File: config.mk
export PLATFORM = sky130hd
export DESIGN_NAME = match_ctrl
export DESIGN_NICKNAME = d
export VERILOG_FILES = /design/src/rtl/match_ctrl.sv
export SDC_FILE = /design/constraint.sdc
export NUM_CORES = 1
export LEC_CHECK = 0
export ABC_AREA = 1
export BUFFER_PORTS_ARGS = -buffer_cell sky130_fd_sc_hd__buf_2
export CORE_MARGIN = 1.5
export CORE_UTILIZATION = 50
export DETAILED_ROUTE_END_ITERATION = 7
export GPL_ROUTABILITY_DRIVEN = 0
export HOLD_SLACK_MARGIN = 0.08
export PLACE_DENSITY = 0.7
export SLEW_MARGIN = 20
export SYNTH_ARGS = -nofsm -noshare
export SYNTH_HDL_FRONTEND = slang
export SYNTH_SLANG_ARGS = --single-unit
File: constraint.sdc
create_clock -name clk -period 1.5 [get_ports clk]
set_clock_uncertainty 0.1 [all_clocks]
set_input_delay 0.3 -clock clk [delete_from_list [all_inputs] [get_ports clk]]
set_output_delay 0.3 -clock clk [all_outputs]
set_load 0.03 [all_outputs]
File: src/rtl/match_ctrl.sv
// match_ctrl -- score keeper and sequencer for a two-player reaction game.
//
// A match starts on a start-key rising edge. During PLAY a player scores
// by pressing their key while the light on their side of the playfield is
// lit. After each point the playfield is re-centred for HOLD_CYC clocks.
// The first player to reach WIN_SCORE ends the match. The scores and the
// winner are then held until the next start edge.
//
// Ports
//   clk        : clock. All state changes on its rising edge.
//   reset      : asynchronous, active-low reset.
//   start      : start key level. Only its rising edge acts.
//   L, R       : left and right player key levels.
//   LL, RL     : leftmost and rightmost playfield light is on.
//   LS, RS     : left and right scores (0..WIN_SCORE).
//   resetLight : holds the playfield in its centred start position.
//   play_en    : the playfield may respond to keys.
//   winner     : 00 none, 01 left, 10 right.
module match_ctrl #(
  parameter int WIN_SCORE = 7,   // 1..7
  parameter int HOLD_CYC  = 4    // 1..255
) (
  input  logic       clk,
  input  logic       reset,
  input  logic       start,
  input  logic       L,
  input  logic       R,
  input  logic       LL,
  input  logic       RL,
  output logic [2:0] LS,
  output logic [2:0] RS,
  output logic       resetLight,
  output logic       play_en,
  output logic [1:0] winner
);

  typedef enum logic [1:0] {
    IDLE  = 2'd0,
    PLAY  = 2'd1,
    POINT = 2'd2,
    OVER  = 2'd3
  } state_t;

  localparam logic [2:0] WIN       = 3'(WIN_SCORE);
  localparam logic [7:0] HOLD_LOAD = 8'(HOLD_CYC - 1);

  localparam logic [1:0] WINNER_NONE  = 2'b00;
  localparam logic [1:0] WINNER_LEFT  = 2'b01;
  localparam logic [1:0] WINNER_RIGHT = 2'b10;

  state_t     state, state_nxt;
  logic [7:0] hold, hold_nxt;
  logic [2:0] ls_nxt, rs_nxt;
  logic [1:0] winner_nxt;

  // Delayed copies of the key levels. They are updated in every state,
  // including POINT. A key that is held through POINT therefore gives no
  // rising edge when PLAY resumes.
  logic start_q, l_q, r_q;
  logic rise_start, rise_l, rise_r;
  logic pt_l, pt_r;

  assign rise_start = start & ~start_q;
  assign rise_l     = L & ~l_q;
  assign rise_r     = R & ~r_q;

  // A point needs a clean press from exactly one player. If both keys rise
  // in the same cycle, neither player scores, whatever the lights show.
  assign pt_l = LL & rise_l & ~rise_r;
  assign pt_r = RL & rise_r & ~rise_l;

  always_ff @(posedge clk or negedge reset) begin
    if (!reset) begin
      start_q <= 1'b0;
      l_q     <= 1'b0;
      r_q     <= 1'b0;
    end else begin
      start_q <= start;
      l_q     <= L;
      r_q     <= R;
    end
  end

  always_ff @(posedge clk or negedge reset) begin
    if (!reset) begin
      state  <= IDLE;
      hold   <= 8'd0;
      LS     <= 3'd0;
      RS     <= 3'd0;
      winner <= WINNER_NONE;
    end else begin
      state  <= state_nxt;
      hold   <= hold_nxt;
      LS     <= ls_nxt;
      RS     <= rs_nxt;
      winner <= winner_nxt;
    end
  end

  always_comb begin
    state_nxt  = state;
    hold_nxt   = hold;
    ls_nxt     = LS;
    rs_nxt     = RS;
    winner_nxt = winner;

    unique case (state)
      IDLE: begin
        if (rise_start) state_nxt = PLAY;
      end

      PLAY: begin
        // In PLAY both scores are always below WIN. The score guard stops a
        // score from going past WIN_SCORE if that is ever not true.
        if (pt_l && LS != WIN) begin
          ls_nxt    = LS + 3'd1;
          hold_nxt  = HOLD_LOAD;
          state_nxt = POINT;
        end else if (pt_r && RS != WIN) begin
          rs_nxt    = RS + 3'd1;
          hold_nxt  = HOLD_LOAD;
          state_nxt = POINT;
        end
      end

      POINT: begin
        // Loaded with HOLD_CYC-1, so POINT lasts exactly HOLD_CYC clocks.
        if (hold == 8'd0) begin
          if (LS == WIN) begin
            winner_nxt = WINNER_LEFT;
            state_nxt  = OVER;
          end else if (RS == WIN) begin
            winner_nxt = WINNER_RIGHT;
            state_nxt  = OVER;
          end else begin
            state_nxt  = PLAY;
          end
        end else begin
          hold_nxt = hold - 8'd1;
        end
      end

      OVER: begin
        if (rise_start) begin
          ls_nxt     = 3'd0;
          rs_nxt     = 3'd0;
          winner_nxt = WINNER_NONE;
          state_nxt  = IDLE;
        end
      end

      default: state_nxt = IDLE;
    endcase
  end

  // These outputs come from the state alone. Reset forces IDLE at once,
  // so they also take their reset values without a clock.
  assign resetLight = (state == IDLE) || (state == POINT);
  assign play_en    = (state == PLAY);

endmodule
# Yosys cells after proc, flatten, opt, wreduce, memory -nomap -nowiden
# Cells that the tools add are included.
classes:
  addsub: 3
  eq_ne: 16
  muxes: 22
  n_bitwise: 12
  n_reduce_logical: 13
op_table:
  columns: ["operator", "count"]
  rows:
  - ["$mux 8", 3]
  - ["$mux 2", 10]
  - ["$pmux 8 s2", 1]
  - ["$mux 3", 4]
  - ["$pmux 3 s2", 2]
  - ["$reduce_and 4->1", 3]
  - ["$ne 2x2->1 const B", 5]
  - ["$ne 3x3->1 const B", 3]
  - ["$logic_not 8->1", 1]
  - ["$pmux 2 s4", 1]
  - ["$sub 8x1->8 const B", 1]
  - ["$and 1x1->1", 7]
  - ["$add 3x1->3 const B", 2]
  - ["$eq 3x3->1 const B", 2]
  - ["$reduce_and 3->1", 2]
  - ["$reduce_bool 2->1", 3]
  - ["$not 1->1", 5]
  - ["$eq 2x2->1 const B", 2]
  - ["$ne 2x1->1 const B", 2]
  - ["$pmux 2 s2", 1]
  - ["$ne 3x1->1 const B", 1]
  - ["$eq 2x1->1 const B", 1]
  - ["$logic_and 1x1->1", 2]
  - ["$logic_not 2->1", 1]
  - ["$logic_or 1x1->1", 1]
word_totals:
  reg_bits: 21
  wordCells: 74

# Depth between registers and ports, before layout
logic_depth:
  word_depth: 8
  depth_mapped: 9
  ltp_nobuf: 9

# Least setup slack after synthesis
# No wires, ideal clock.
synth_timing:
  path_type: "register to register"
  startpoint: "register LS[0]"
  endpoint: "register LS[0]"
  setup_time_ns: 0.083
  arrival_ns: 1.601
  slack_ns: -0.283
  path_stages_with_launch: 8
  path_cell_list: "dfrtp_1 ha_1 ha_1 nor2_1 nand3_1 a21oi_1 nand3_1 o21ai_0"
synth_between:
  elab_chain_len: 4
  word_cells_on_any_way: 7
synth_lines:
  columns: ["element", "line_no", "rtl"]
  rows:
  - ["start: declaration", "30", "output logic [2:0] LS,"]
  - ["start signal: assignment", "94", "LS <= ls_nxt;"]
  - ["parallel branches: the longest is 4 deep, another holds $add 3x1->3", null, null]
# Parallel ways; which one is timed is not known. The select of a mux whose other input is x is not followed.
# A chain may end at the register's enable or synchronous reset.

# Worst setup path after layout
layout_timing:
  startpoint: "register LS[1]"
  endpoint: "register state[0]"
layout_between:
  elab_chain_len: 4
  word_cells_on_any_way: 9
layout_lines:
  columns: ["element", "line_no", "rtl"]
  rows:
  - ["$eq 3x3->1 or $ne 3x3->1 (tied branches)", "129, 115", null]
  - ["$mux 2 or $logic_and 1x1->1 (tied branches)", "129, 115", null]
  - ["$mux 2 (tied with other cells)", "128", "if (hold == 8'd0) begin"]
  - ["$pmux 2 s4 or $reduce_and 4->1 (tied branches)", null, null]
  - ["end signal: assignment", "92", "state <= state_nxt;"]
  - ["end: declaration", "51", "state_t state, state_nxt;"]
# Parallel ways exist; a longest one is shown, timed or not. The select of a mux whose other input is x is not followed.

==> results.yml <==
logic_synthesis:
  synth_top_cell_area_share_pct: 44.1
  synth_area_leader_cell: "dfrtp_1"
  synthDistinctLibCells: 25
  syn_avg_cell_area_sq_um: 8.40
  synth_area_leaders: "dfrtp_1 44%, nand2_1 8.2%, inv_1 7.2%, ha_1 6.3%, nand3_1 6.3%"
  syn-instance-count: 142
  ys_warn_count: 0
  ys_seq_area_share_pct: 44.1
  synth_seq_cells: 21
  synth.cell_area_sq_um: 1190
  synth_nets: 155
setup_path:
  worstPathRequired_ns: 1.61
  slowest_delay_ns: 0.45
  timing.critical_path.max_delay_family: "simple AND/OR/NAND/NOR gates"
  crit_path_max_fanout: 3
  crit_chain: "ha_4 > ha_4 > nor2_4 > nand3_4 > nand3_4 > nand2_2 > o21bai_1 > nand2_1"
  cp.arrival_ns: 1.83
  start_kind: "flop"
  end_kind: "flop"
  worstSetupPathType: "flop to flop"
  crit_slowest_cell: "dfrtp_2"
  critPathBufInv: 0
floorplan:
  die_area_sq_um: 2690
  core_area_sq_um: 2230
  start_util_pct: 53.4
  rows: 17
  die_x_microns: 51.8
  dieHeight_microns: 51.8
  io_pins: 17
sta:
  rsz0062_at_grt: "true"
  max_freq_mhz: 583
  setup_viol: 16
  worst_pin_slew_ns: 0.475
  worst_slack_ns: -0.217
  slew_violations: 0
  min_period_over_period_pct: 114
  fin_crit_ns: 1.72
  finalHoldViolCount: 0
  slew_headroom_pct: 68.3
pwr:
  power_density_nw_per_um2: 2000
  power_leakage_nw: 0.847
  vdd_drop_max_mv: 1.72
grt:
  use_met2_pct: 40.7
  grt_pass1_wl_microns: 4510
  met3_usage_pct: 2.59
  grt_pass1_vias: 1064
  grt_max_degree: 22
  grt_use_total_pct: 22.8
  antenna_found_initial: 0
  overflow: 0
  busiest_layer: "met2"
  grt_util_met1_pct: 27.4
routing:
  remaining_drc_errors: 0
  drtIter0Drc: 22
  num_vias: 1129
  wire_per_inst_microns: 14.0
  drt-total-wl_microns: 3050
  drtAntennaViolNets: 0
  dr.pass1.iters: 4
  vias_per_cell: 5.18
finish:
  syn_to_final_growth_pct: 47.7
  fin_area_sq_um: 1760
  final_cells: 218
  layout_common_cells: "22 x nand2_1, 22 x buf_4, 20 x inv_1"
  drive_gt1_share_pct: 49.5
  fillers: 165
  nets: 204
  antenna_cells: 0
hold_path:
  worstHoldPathType: "input port to asynchronous set/reset pin"
clocking:
  cts_buffers: 3
  clk_latency_ns: 0.32
  root_buffer: "clkbuf_4"
  cts_tree: "yes"
  path_clk_slew_ns: 0.13
  cts.sinks: 21
  htree_levels: 1
  clockBufferDepth: 2
placed_design:
  placement.io_buffers: 16
  place_area_sq_um: 1480
  dpl.cell_count: 197
  dpl.hpwl_microns: 1840
job:
  drv_cap: 0
run_status:
  run_status: "complete, but fails checks"
  violations: "negative setup slack"
==> flip-flops by register name, indices dropped and copies added (netlist names) <==
| name | count |
|---|---|
| state | 2 |
| start_q | 1 |
| hold | 8 |
| winner | 2 |
| RS | 3 |
| l_q | 1 |
| r_q | 1 |
| LS | 3 |
==> timing repair <==
action / in CTS / in global routing
hold buffers: 4 / 0
endpoints found under the hold margin: 24 / 0
resized for setup: 12 / 23
buffers inserted: 4 / 9
endpoints found under the setup margin: 16 / 20
pin swaps: 5 / 13
==> cells in the mapped netlist <==
cell	count
nand2_1	26
nor2_1	10
a21boi_2	1
nand3_4	1
ha_1	6
o21ai_1	5
inv_2	3
nand2_2	2
dfrtp_1	21
o21ai_4	1
nor2_4	2
nand3_1	15
o21ai_0	6
nand2_4	1
nor2_2	2
or2_2	1
a21oi_2	1
a31oi_1	1
xor2_1	2
xnor2_1	2
inv_1	23
a21oi_1	2
o21bai_1	1
nand4_1	4
o21ai_2	3
==> layout make-up <==
cell class	instances	area, sq um	share of cell area (%)
Multi-Input combinational cell	95	746	42.3
Sequential cell	21	533	30.3
Timing Repair Buffer	44	320	18.2
Inverter	26	100	5.68
Tap cell	28	35.0	1.99
Clock buffer	3	22.5	1.28
Clock inverter	1	5.00	0.284
==> kinds of logic after synthesis <==
logic type,share of synthesized area [%]
buffers and inverters,8.18
adders and majority gates,6.30
xor gates and xnor gates,2.94
and+or+nand+nor,26.7
DFF,44.1
AOI/OAI and AO/OA,11.9
==> power breakdown <==
group          leakage [nW]  internal [mW]  switching (mW)
combinational         0.567          0.977            1.33
sequential            0.262          0.759           0.169
clock                0.0177         0.0998           0.192
==> final timing paths <==
check	to	depth (start not counted)	slack, ns	startpoint
max	state[0]	8	-0.22	LS[1]
min	hold[5]	2	0.35	reset
max reg2reg	state[0]	8	-0.22	LS[1]
min reg2reg	winner[0]	2	0.39	winner[0]
max in group asynchronous	LS[0]	2	0.60	reset
min in group clk	state[1]	5	0.37	start
==> stage by stage <==
step / setup slack [ns] / TNS [ns] / hold WS, ns / total power [mW] / utilization, %
finish: -0.217 / -1.43 / 0.348 / 3.53 / 78.9
global route: -0.239 / -2.21 / 0.394 / 3.79 / 78.9
CTS: -0.0628 / -0.401 / 0.344 / 3.19 / 72.5
detailed placement: -0.0807 / -0.413 / 0.197 / 2.82 / 66.3
global placement: -0.0678 / -0.284 / 0.180 / 2.77 / 66.3
floorplan: -0.0920 / -0.525 / -0.0956 / 2.26 / -
==> per-layer routing <==
metal	vias up	part of all wire (%)	wire (microns)
met1	532	40	1210
met5	-	0	0
li1	551	-	-
met3	12	4.7	143
met4	0	3.7	114
met2	34	52	1580
No activity file was read; power rests on OpenSTA's default activity.
